--- src/rtl/mem_bus_arbiter_if.sv ---
// Bus bundle between the arbiter and its CPU, DMA and memory neighbours.
// The arbiter takes the slave view; the surrounding system/bench takes the master view.
interface mem_bus_arbiter_if;
  // CPU side
  logic [11:0] iCPU_ADDR;
  logic [11:0] iCPU_DATA;
  logic        iCPU_CSELn;
  logic        iCPU_WR_ENn;
  logic [11:0] oCPU_DATA;
  // DMA side
  logic        iDMA_REQ;
  logic        iDMA_WR;
  logic [11:0] iDMA_ADDR;
  logic [11:0] iDMA_WDATA;
  logic [11:0] oDMA_RDATA;
  logic        oDMA_ACK;
  logic        oDMA_ERR;
  logic        oDMA_BUSY;
  // Memory side
  logic [11:0] iMEM_DATA;
  logic [11:0] oMEM_ADDR;
  logic [11:0] oMEM_DATA;
  logic        oMEM_CSELn;
  logic        oMEM_WR_ENn;

  modport slave (
    input  iCPU_ADDR, iCPU_DATA, iCPU_CSELn, iCPU_WR_ENn,
    output oCPU_DATA,
    input  iDMA_REQ, iDMA_WR, iDMA_ADDR, iDMA_WDATA,
    output oDMA_RDATA, oDMA_ACK, oDMA_ERR, oDMA_BUSY,
    input  iMEM_DATA,
    output oMEM_ADDR, oMEM_DATA, oMEM_CSELn, oMEM_WR_ENn
  );

  modport master (
    output iCPU_ADDR, iCPU_DATA, iCPU_CSELn, iCPU_WR_ENn,
    input  oCPU_DATA,
    output iDMA_REQ, iDMA_WR, iDMA_ADDR, iDMA_WDATA,
    input  oDMA_RDATA, oDMA_ACK, oDMA_ERR, oDMA_BUSY,
    output iMEM_DATA,
    input  oMEM_ADDR, oMEM_DATA, oMEM_CSELn, oMEM_WR_ENn
  );
endinterface

--- src/rtl/mem_bus_arbiter.sv ---
// Shares one 12-bit memory bus between the CPU (absolute priority, combinational
// pass-through) and a DMA port whose multi-cycle accesses run in idle gaps, are
// aborted whenever the CPU selects memory, retried, and flagged after too many aborts.
module mem_bus_arbiter #(
  parameter int unsigned P_DMA_CYC   = 2,
  parameter int unsigned P_MAX_RETRY = 4
) (
  input logic               iCLK,
  input logic               iRESETn,
  mem_bus_arbiter_if.slave  bus
);

  localparam int unsigned CNT_W = (P_DMA_CYC > 1) ? $clog2(P_DMA_CYC) : 1;
  localparam logic [CNT_W-1:0] CNT_LAST  = CNT_W'(P_DMA_CYC - 1);
  localparam logic [3:0]       RETRY_MAX = 4'(P_MAX_RETRY);

  localparam logic [2:0] S_IDLE = 3'd0;
  localparam logic [2:0] S_DMA  = 3'd1;
  localparam logic [2:0] S_WAIT = 3'd2;
  localparam logic [2:0] S_ACK  = 3'd3;
  localparam logic [2:0] S_ERR  = 3'd4;

  logic [2:0]       state_q, state_d;
  logic [CNT_W-1:0] cnt_q, cnt_d;
  logic [3:0]       retry_q, retry_d;
  logic [11:0]      addr_q, addr_d;
  logic [11:0]      wdata_q, wdata_d;
  logic             wr_q, wr_d;
  logic [11:0]      rdata_q, rdata_d;

  logic       cpu_sel;
  logic [3:0] retry_inc;

  assign cpu_sel   = ~bus.iCPU_CSELn;
  assign retry_inc = retry_q + 4'd1;

  // Next-state logic for the DMA transaction FSM.
  always_comb begin
    state_d = state_q;
    cnt_d   = cnt_q;
    retry_d = retry_q;
    addr_d  = addr_q;
    wdata_d = wdata_q;
    wr_d    = wr_q;
    rdata_d = rdata_q;
    case (state_q)
      // ACK returns to IDLE but also samples a still-held request like IDLE does, so
      // back-to-back accesses cost P_DMA_CYC+1 clocks each instead of paying an extra idle cycle.
      S_IDLE, S_ACK: begin
        if (state_q == S_ACK) begin
          retry_d = 4'd0;
          state_d = S_IDLE;
        end
        if (bus.iDMA_REQ) begin
          addr_d  = bus.iDMA_ADDR;
          wdata_d = bus.iDMA_WDATA;
          wr_d    = bus.iDMA_WR;
          cnt_d   = '0;
          state_d = cpu_sel ? S_WAIT : S_DMA;
        end
      end
      S_DMA: begin
        if (cpu_sel) begin
          // retry never exceeds RETRY_MAX because reaching it leaves for ERR
          retry_d = retry_inc;
          state_d = (retry_inc == RETRY_MAX) ? S_ERR : S_WAIT;
        end else if (cnt_q != CNT_LAST) begin
          cnt_d = cnt_q + CNT_W'(1);
        end else begin
          if (!wr_q) rdata_d = bus.iMEM_DATA;
          state_d = S_ACK;
        end
      end
      S_WAIT: begin
        // Full restart: a partially completed write is simply rewritten.
        if (!cpu_sel) begin
          cnt_d   = '0;
          state_d = S_DMA;
        end
      end
      S_ERR: begin
        if (!bus.iDMA_REQ) begin
          retry_d = 4'd0;
          state_d = S_IDLE;
        end
      end
      default: state_d = S_IDLE;
    endcase
  end

  // State and latch registers; reset abandons any access in flight.
  always_ff @(posedge iCLK or negedge iRESETn) begin
    if (!iRESETn) begin
      state_q <= S_IDLE;
      cnt_q   <= '0;
      retry_q <= 4'd0;
      addr_q  <= 12'd0;
      wdata_q <= 12'd0;
      wr_q    <= 1'b0;
      rdata_q <= 12'd0;
    end else begin
      state_q <= state_d;
      cnt_q   <= cnt_d;
      retry_q <= retry_d;
      addr_q  <= addr_d;
      wdata_q <= wdata_d;
      wr_q    <= wr_d;
      rdata_q <= rdata_d;
    end
  end

  // Bus mux: CPU always wins, DMA drives only while in DMA, otherwise the bus is parked.
  always_comb begin
    bus.oMEM_ADDR   = 12'd0;
    bus.oMEM_DATA   = 12'd0;
    bus.oMEM_CSELn  = 1'b1;
    bus.oMEM_WR_ENn = 1'b1;
    if (cpu_sel) begin
      bus.oMEM_ADDR   = bus.iCPU_ADDR;
      bus.oMEM_DATA   = bus.iCPU_DATA;
      bus.oMEM_CSELn  = 1'b0;
      bus.oMEM_WR_ENn = bus.iCPU_WR_ENn;
    end else if (state_q == S_DMA) begin
      bus.oMEM_ADDR   = addr_q;
      bus.oMEM_DATA   = wdata_q;
      bus.oMEM_CSELn  = 1'b0;
      // cycle 0 is address setup; strobe only afterwards
      bus.oMEM_WR_ENn = ~(wr_q && (cnt_q != '0));
    end
  end

  // Status and read-data outputs.
  always_comb begin
    bus.oCPU_DATA  = bus.iMEM_DATA;
    bus.oDMA_RDATA = rdata_q;
    bus.oDMA_ACK   = (state_q == S_ACK);
    bus.oDMA_ERR   = (state_q == S_ERR);
    bus.oDMA_BUSY  = (state_q != S_IDLE);
  end

endmodule

--- src/flat_wrapper.sv ---
// flat-port wrapper written by rule: the top's interface ports become plain ports
module mem_bus_arbiter_flat 
#(
  parameter int unsigned P_DMA_CYC   = 2,
  parameter int unsigned P_MAX_RETRY = 4
)
  (iCLK, iRESETn, bus_iCPU_ADDR, bus_iCPU_DATA, bus_iCPU_CSELn, bus_iCPU_WR_ENn, bus_oCPU_DATA, bus_iDMA_REQ, bus_iDMA_WR, bus_iDMA_ADDR, bus_iDMA_WDATA, bus_oDMA_RDATA, bus_oDMA_ACK, bus_oDMA_ERR, bus_oDMA_BUSY, bus_iMEM_DATA, bus_oMEM_ADDR, bus_oMEM_DATA, bus_oMEM_CSELn, bus_oMEM_WR_ENn);
  mem_bus_arbiter_if bus_i ();
  input logic iCLK;
  input logic iRESETn;
  input wire logic [$bits(bus_i.iCPU_ADDR)-1:0] bus_iCPU_ADDR;
  input wire logic [$bits(bus_i.iCPU_DATA)-1:0] bus_iCPU_DATA;
  input wire logic [$bits(bus_i.iCPU_CSELn)-1:0] bus_iCPU_CSELn;
  input wire logic [$bits(bus_i.iCPU_WR_ENn)-1:0] bus_iCPU_WR_ENn;
  output wire logic [$bits(bus_i.oCPU_DATA)-1:0] bus_oCPU_DATA;
  input wire logic [$bits(bus_i.iDMA_REQ)-1:0] bus_iDMA_REQ;
  input wire logic [$bits(bus_i.iDMA_WR)-1:0] bus_iDMA_WR;
  input wire logic [$bits(bus_i.iDMA_ADDR)-1:0] bus_iDMA_ADDR;
  input wire logic [$bits(bus_i.iDMA_WDATA)-1:0] bus_iDMA_WDATA;
  output wire logic [$bits(bus_i.oDMA_RDATA)-1:0] bus_oDMA_RDATA;
  output wire logic [$bits(bus_i.oDMA_ACK)-1:0] bus_oDMA_ACK;
  output wire logic [$bits(bus_i.oDMA_ERR)-1:0] bus_oDMA_ERR;
  output wire logic [$bits(bus_i.oDMA_BUSY)-1:0] bus_oDMA_BUSY;
  input wire logic [$bits(bus_i.iMEM_DATA)-1:0] bus_iMEM_DATA;
  output wire logic [$bits(bus_i.oMEM_ADDR)-1:0] bus_oMEM_ADDR;
  output wire logic [$bits(bus_i.oMEM_DATA)-1:0] bus_oMEM_DATA;
  output wire logic [$bits(bus_i.oMEM_CSELn)-1:0] bus_oMEM_CSELn;
  output wire logic [$bits(bus_i.oMEM_WR_ENn)-1:0] bus_oMEM_WR_ENn;
  assign bus_i.iCPU_ADDR = bus_iCPU_ADDR;
  assign bus_i.iCPU_DATA = bus_iCPU_DATA;
  assign bus_i.iCPU_CSELn = bus_iCPU_CSELn;
  assign bus_i.iCPU_WR_ENn = bus_iCPU_WR_ENn;
  assign bus_oCPU_DATA = bus_i.oCPU_DATA;
  assign bus_i.iDMA_REQ = bus_iDMA_REQ;
  assign bus_i.iDMA_WR = bus_iDMA_WR;
  assign bus_i.iDMA_ADDR = bus_iDMA_ADDR;
  assign bus_i.iDMA_WDATA = bus_iDMA_WDATA;
  assign bus_oDMA_RDATA = bus_i.oDMA_RDATA;
  assign bus_oDMA_ACK = bus_i.oDMA_ACK;
  assign bus_oDMA_ERR = bus_i.oDMA_ERR;
  assign bus_oDMA_BUSY = bus_i.oDMA_BUSY;
  assign bus_i.iMEM_DATA = bus_iMEM_DATA;
  assign bus_oMEM_ADDR = bus_i.oMEM_ADDR;
  assign bus_oMEM_DATA = bus_i.oMEM_DATA;
  assign bus_oMEM_CSELn = bus_i.oMEM_CSELn;
  assign bus_oMEM_WR_ENn = bus_i.oMEM_WR_ENn;
  mem_bus_arbiter #(.P_DMA_CYC(P_DMA_CYC), .P_MAX_RETRY(P_MAX_RETRY)) u_core (.iCLK(iCLK), .iRESETn(iRESETn), .bus(bus_i));
endmodule
--- config.mk ---
export PLATFORM = sky130hd
export DESIGN_NAME = mem_bus_arbiter_flat
export DESIGN_NICKNAME = d
export VERILOG_FILES = /design/src/rtl/mem_bus_arbiter_if.sv /design/src/rtl/mem_bus_arbiter.sv /design/src/flat_wrapper.sv
export SDC_FILE = /design/constraint.sdc
export NUM_CORES = 1
export LEC_CHECK = 0
export ABC_CLOCK_PERIOD_IN_PS = 1900
export CAP_MARGIN = 30
export CORE_ASPECT_RATIO = 0.9
export CORE_MARGIN = 3
export CORE_UTILIZATION = 36
export CTS_BUF_LIST = sky130_fd_sc_hd__clkbuf_16
export DETAILED_ROUTE_END_ITERATION = 10
export GPL_TIMING_DRIVEN = 0
export PLACE_DENSITY = 0.74
export SETUP_SLACK_MARGIN = 0.3
export SLEW_MARGIN = 10
export SYNTH_ARGS = -nofsm -noshare
export SYNTH_HDL_FRONTEND = slang
export SYNTH_SLANG_ARGS = --single-unit
export TNS_END_PERCENT = 10
--- constraint.sdc ---
create_clock -name iCLK -period 1.9 [get_ports iCLK]
set_clock_uncertainty 0.1 [all_clocks]
set_input_delay 0.38 -clock iCLK [delete_from_list [all_inputs] [get_ports iCLK]]
set_output_delay 0.38 -clock iCLK [all_outputs]
set_load 0.005 [all_outputs]
==> impl_metrics.py <==
metrics = {
    "worst_setup_path": {
        "critPathKind": "reg -> out",
        "crit_path_end_kind": "output pin",
        "cp_cell_sequence": "buf_4, clkbuf_8, or3b_4, and2_4, clkdlybuf4s15_1",
        "cp-start-kind": "flop",
        "required_ns": 1.42,
        "cp.buffers_inverters": 3,
        "critical-path-max-stage-delay_ns": 0.39,
        "cp_slowest_cell": "or3b_4",
        "arrival_ns": 1.70,
        "crit_family": "simple AND/OR/NAND/NOR gates",
        "critPathMaxFanout": 6,
    },
    "logic_synthesis": {
        "synth.distinct_cells": 33,
        "ys_ff_latch": 45,
        "yosysSeqAreaShare_pct": 47.37,
        "synthCells": 225,
        "yosys_warnings": 0,
        "synth.net_count": 292,
        "syn_area_um2": 2377,
        "syn_area_per_cell_um2": 10.57,
    },
    "detailed_routing": {
        "num_vias": 2276,
        "first_iter_violations": 68,
        "vias_per_cell": 4.843,
        "routed_wl_mm": 7.067,
        "antenna_left": 0,
        "dr.pass1.iters": 4,
        "wl_per_cell_um": 15.04,
        "drc": 0,
    },
    "floorplan": {
        "die_area_um2": 7616,
        "fp.dieW_um": 91.66,
        "core-area_um2": 6250,
        "die_h_um": 83.09,
        "ios": 119,
        "initial_core_util_pct": 38.04,
        "num_rows": 27,
    },
    "global_routing": {
        "antenna_found_initial": 0,
        "grt_overflow": 0,
        "grt_pass1_vias": 2342,
        "grt_usage_pct": 18.82,
        "grt_max_degree": 30,
        "grt_pass1_wl_mm": 11.56,
    },
    "finish": {
        "areaGrowthSynthToFinish_pct": 82.63,
        "diodes": 0,
        "nets": 450,
        "stdcell_count": 470,
        "drive_gt1_share_pct": 47.78,
        "n_fill_cell": 488,
    },
    "clock_network": {
        "ctsRootBufferMaster": "clkbuf_16",
        "clkLatencyLatePin_ns": 0.28,
        "path_clk_slew_ns": 0.06,
        "cts_max_level": 2,
        "clock_path_buffers": 2,
        "cts.sinks": 45,
        "cts_tree": "built",
        "cts_buffers": 5,
    },
    "sta": {
        "setup_viol": 56,
        "max-slew-margin-rel_pct": 70.75,
        "hold_violations": 0,
        "worst_slew_pin_slew_ns": 0.4388,
        "worst_hold_slack_ns": 0.3615,
        "max_freq_mhz": 458.0,
        "setup_ws_ns": -0.2834,
        "post-route-min-period_ns": 2.183,
        "rsz0062_at_grt": "yes",
        "maxSlewViolCount": 0,
        "fin_crit_sh_pct": 114.9,
    },
    "placement": {
        "hpwl_mm": 4.788,
        "pre_cts_ws_ns": -1.094,
        "port_buffers": 118,
        "dp_cells": 431,
        "finalWeightedCongestion": 0.7924,
    },
    "min_path": {
        "hp-class": "in -> reg",
    },
    "pwr": {
        "power_uw": 3473,
        "p_leak_uw": 0.002117,
        "ir_worst_vdd_mv": 0.3957,
        "power_density_nw_per_um2": 800.0,
    },
    "run_status": {
        "outcome": "finished with violations",
        "violations": "setup timing",
    },
    "run": {
        "maxCapViolCount": 0,
    },
}
[synthesized netlist by cell type]
cell,n,area share [%]
dfrtp_1,45,47
o21ai_0,30,6.3
mux2_2,28,13
inv_1,26,4.1
nand3_1,25,5.3
buf_4,12,3.8
mux2_4,10,6.3
clkbuf_1,9,1.4
nand2_1,5,0.79
buf_6,4,1.9
nand2b_1,4,1.1
nor2_1,3,0.47
a21oi_1,2,0.42
a31oi_1,2,0.53
nor3_1,2,0.42
a22o_1,1,0.37
a41oi_1,1,0.37
and2_1,1,0.26
and3_1,1,0.26
ha_1,1,0.53
inv_2,1,0.16
nand2_2,1,0.26
nand2b_4,1,0.58
nor2b_1,1,0.26
nor3_4,1,0.68
nor4b_1,1,0.37
o221ai_1,1,0.37
o22ai_1,1,0.26
o311ai_0,1,0.37
o41ai_1,1,0.37
or3_1,1,0.26
or3b_2,1,0.37
or4_4,1,0.47
[sequential cells by signal, indices dropped and copies added, names as in the netlist]
name	flops
u_core.addr_q	12
u_core.bus.oDMA_RDATA	12
u_core.cnt_q	1
u_core.retry_q	4
u_core.state_q	3
u_core.wdata_q	12
u_core.wr_q	1
[cell type report]
cell class,instances,area (µm²),share of cell area [%]
repair buffers,151,1326,30.55
multi-input cells,128,1231,28.36
flip-flops and latches,45,1127,25.97
plain buffers,25,284.0,6.542
clock buffers,5,125.1,2.882
well taps,87,108.9,2.507
inverters,27,103.9,2.392
clock inverters,2,35.03,0.8069
[cell families (layout without fill, tap and decap cells)]
family          after synthesis  after routing  synth area share, %
fa+ha+maj                     1              1               0.5262
simple gates                 49             49                11.79
buf+inv                      52            210                11.37
mux                          38             38                19.58
compound gates               40             40                9.369
flops                        45             45                47.37
[power breakdown]
part	internal, µW	leakage [µW]	switching [µW]
combinational	775	0.00149	395
sequential	1200	0.000552	146
clock	611	0.0000797	351
[timing repair]
| item | in CTS | in global routing |
|---|---|---|
| setup buffers | 28 | 1 |
| gates cloned | 2 | 0 |
| gates resized for setup | 234 | 40 |
| endpoints found under the hold margin | 16 | 0 |
| endpoints found under the setup margin | 96 | 70 |
| pin swaps | 18 | 2 |
| hold buffers | 1 | 0 |
[path summary, 6_finish.rpt]
check                                                             to  cells after the start                                  from  slack (ns)
worst max register to register        u_core.wdata_q[11]$_DFFE_PN0P_                      8         u_core.state_q[0]$_DFFE_PN0P_       -0.09
worst max-delay path                                  bus_oMEM_CSELn                      5         u_core.state_q[1]$_DFFE_PN0P_       -0.28
worst min-delay path            u_core.bus.oDMA_RDATA[1]$_DFFE_PN0P_                      2                      bus_iMEM_DATA[1]        0.36
max in group asynchronous              u_core.wdata_q[6]$_DFFE_PN0P_                      3                               iRESETn        0.73
worst min register to register  u_core.bus.oDMA_RDATA[2]$_DFFE_PN0P_                      1  u_core.bus.oDMA_RDATA[2]$_DFFE_PN0P_        0.40
min in group asynchronous              u_core.state_q[0]$_DFFE_PN0P_                      2                               iRESETn        0.47
[cell usage in the layout, fill, tap and decap left out, types with 9 or more instances in the layout]
cell,Yosys,layout
o21ai_1,0,22
mux2_2,28,9
mux2_4,10,29
buf_4,12,38
dlygate4sd2_1,0,15
inv_1,26,26
nand3_2,0,20
clkdlybuf4s50_1,0,58
buf_2,0,27
dfrtp_1,45,44
buf_6,4,18
[routing by layer]
layer	share of wire, %	vias up	GRT usage [%]
met5	0	-	0
met4	1.2	0	4.384
met3	7.1	6	5.344
met2	50	94	32.91
met1	41	1100	22.79
li1	-	1076	-
[metrics by stage]
step	area, µm²	utilization, %	TNS, ns
4_1_cts	4207	67.31	-5.939
3_5_place_dp	3687	59.00	-38.89
6_report	4342	69.47	-5.847
3_3_place_gp	3672	58.76	-80.65
5_1_grt	4342	69.47	-11.09
2_1_floorplan	2382	-	0
Note: power is estimated with default switching activity, not from simulation.
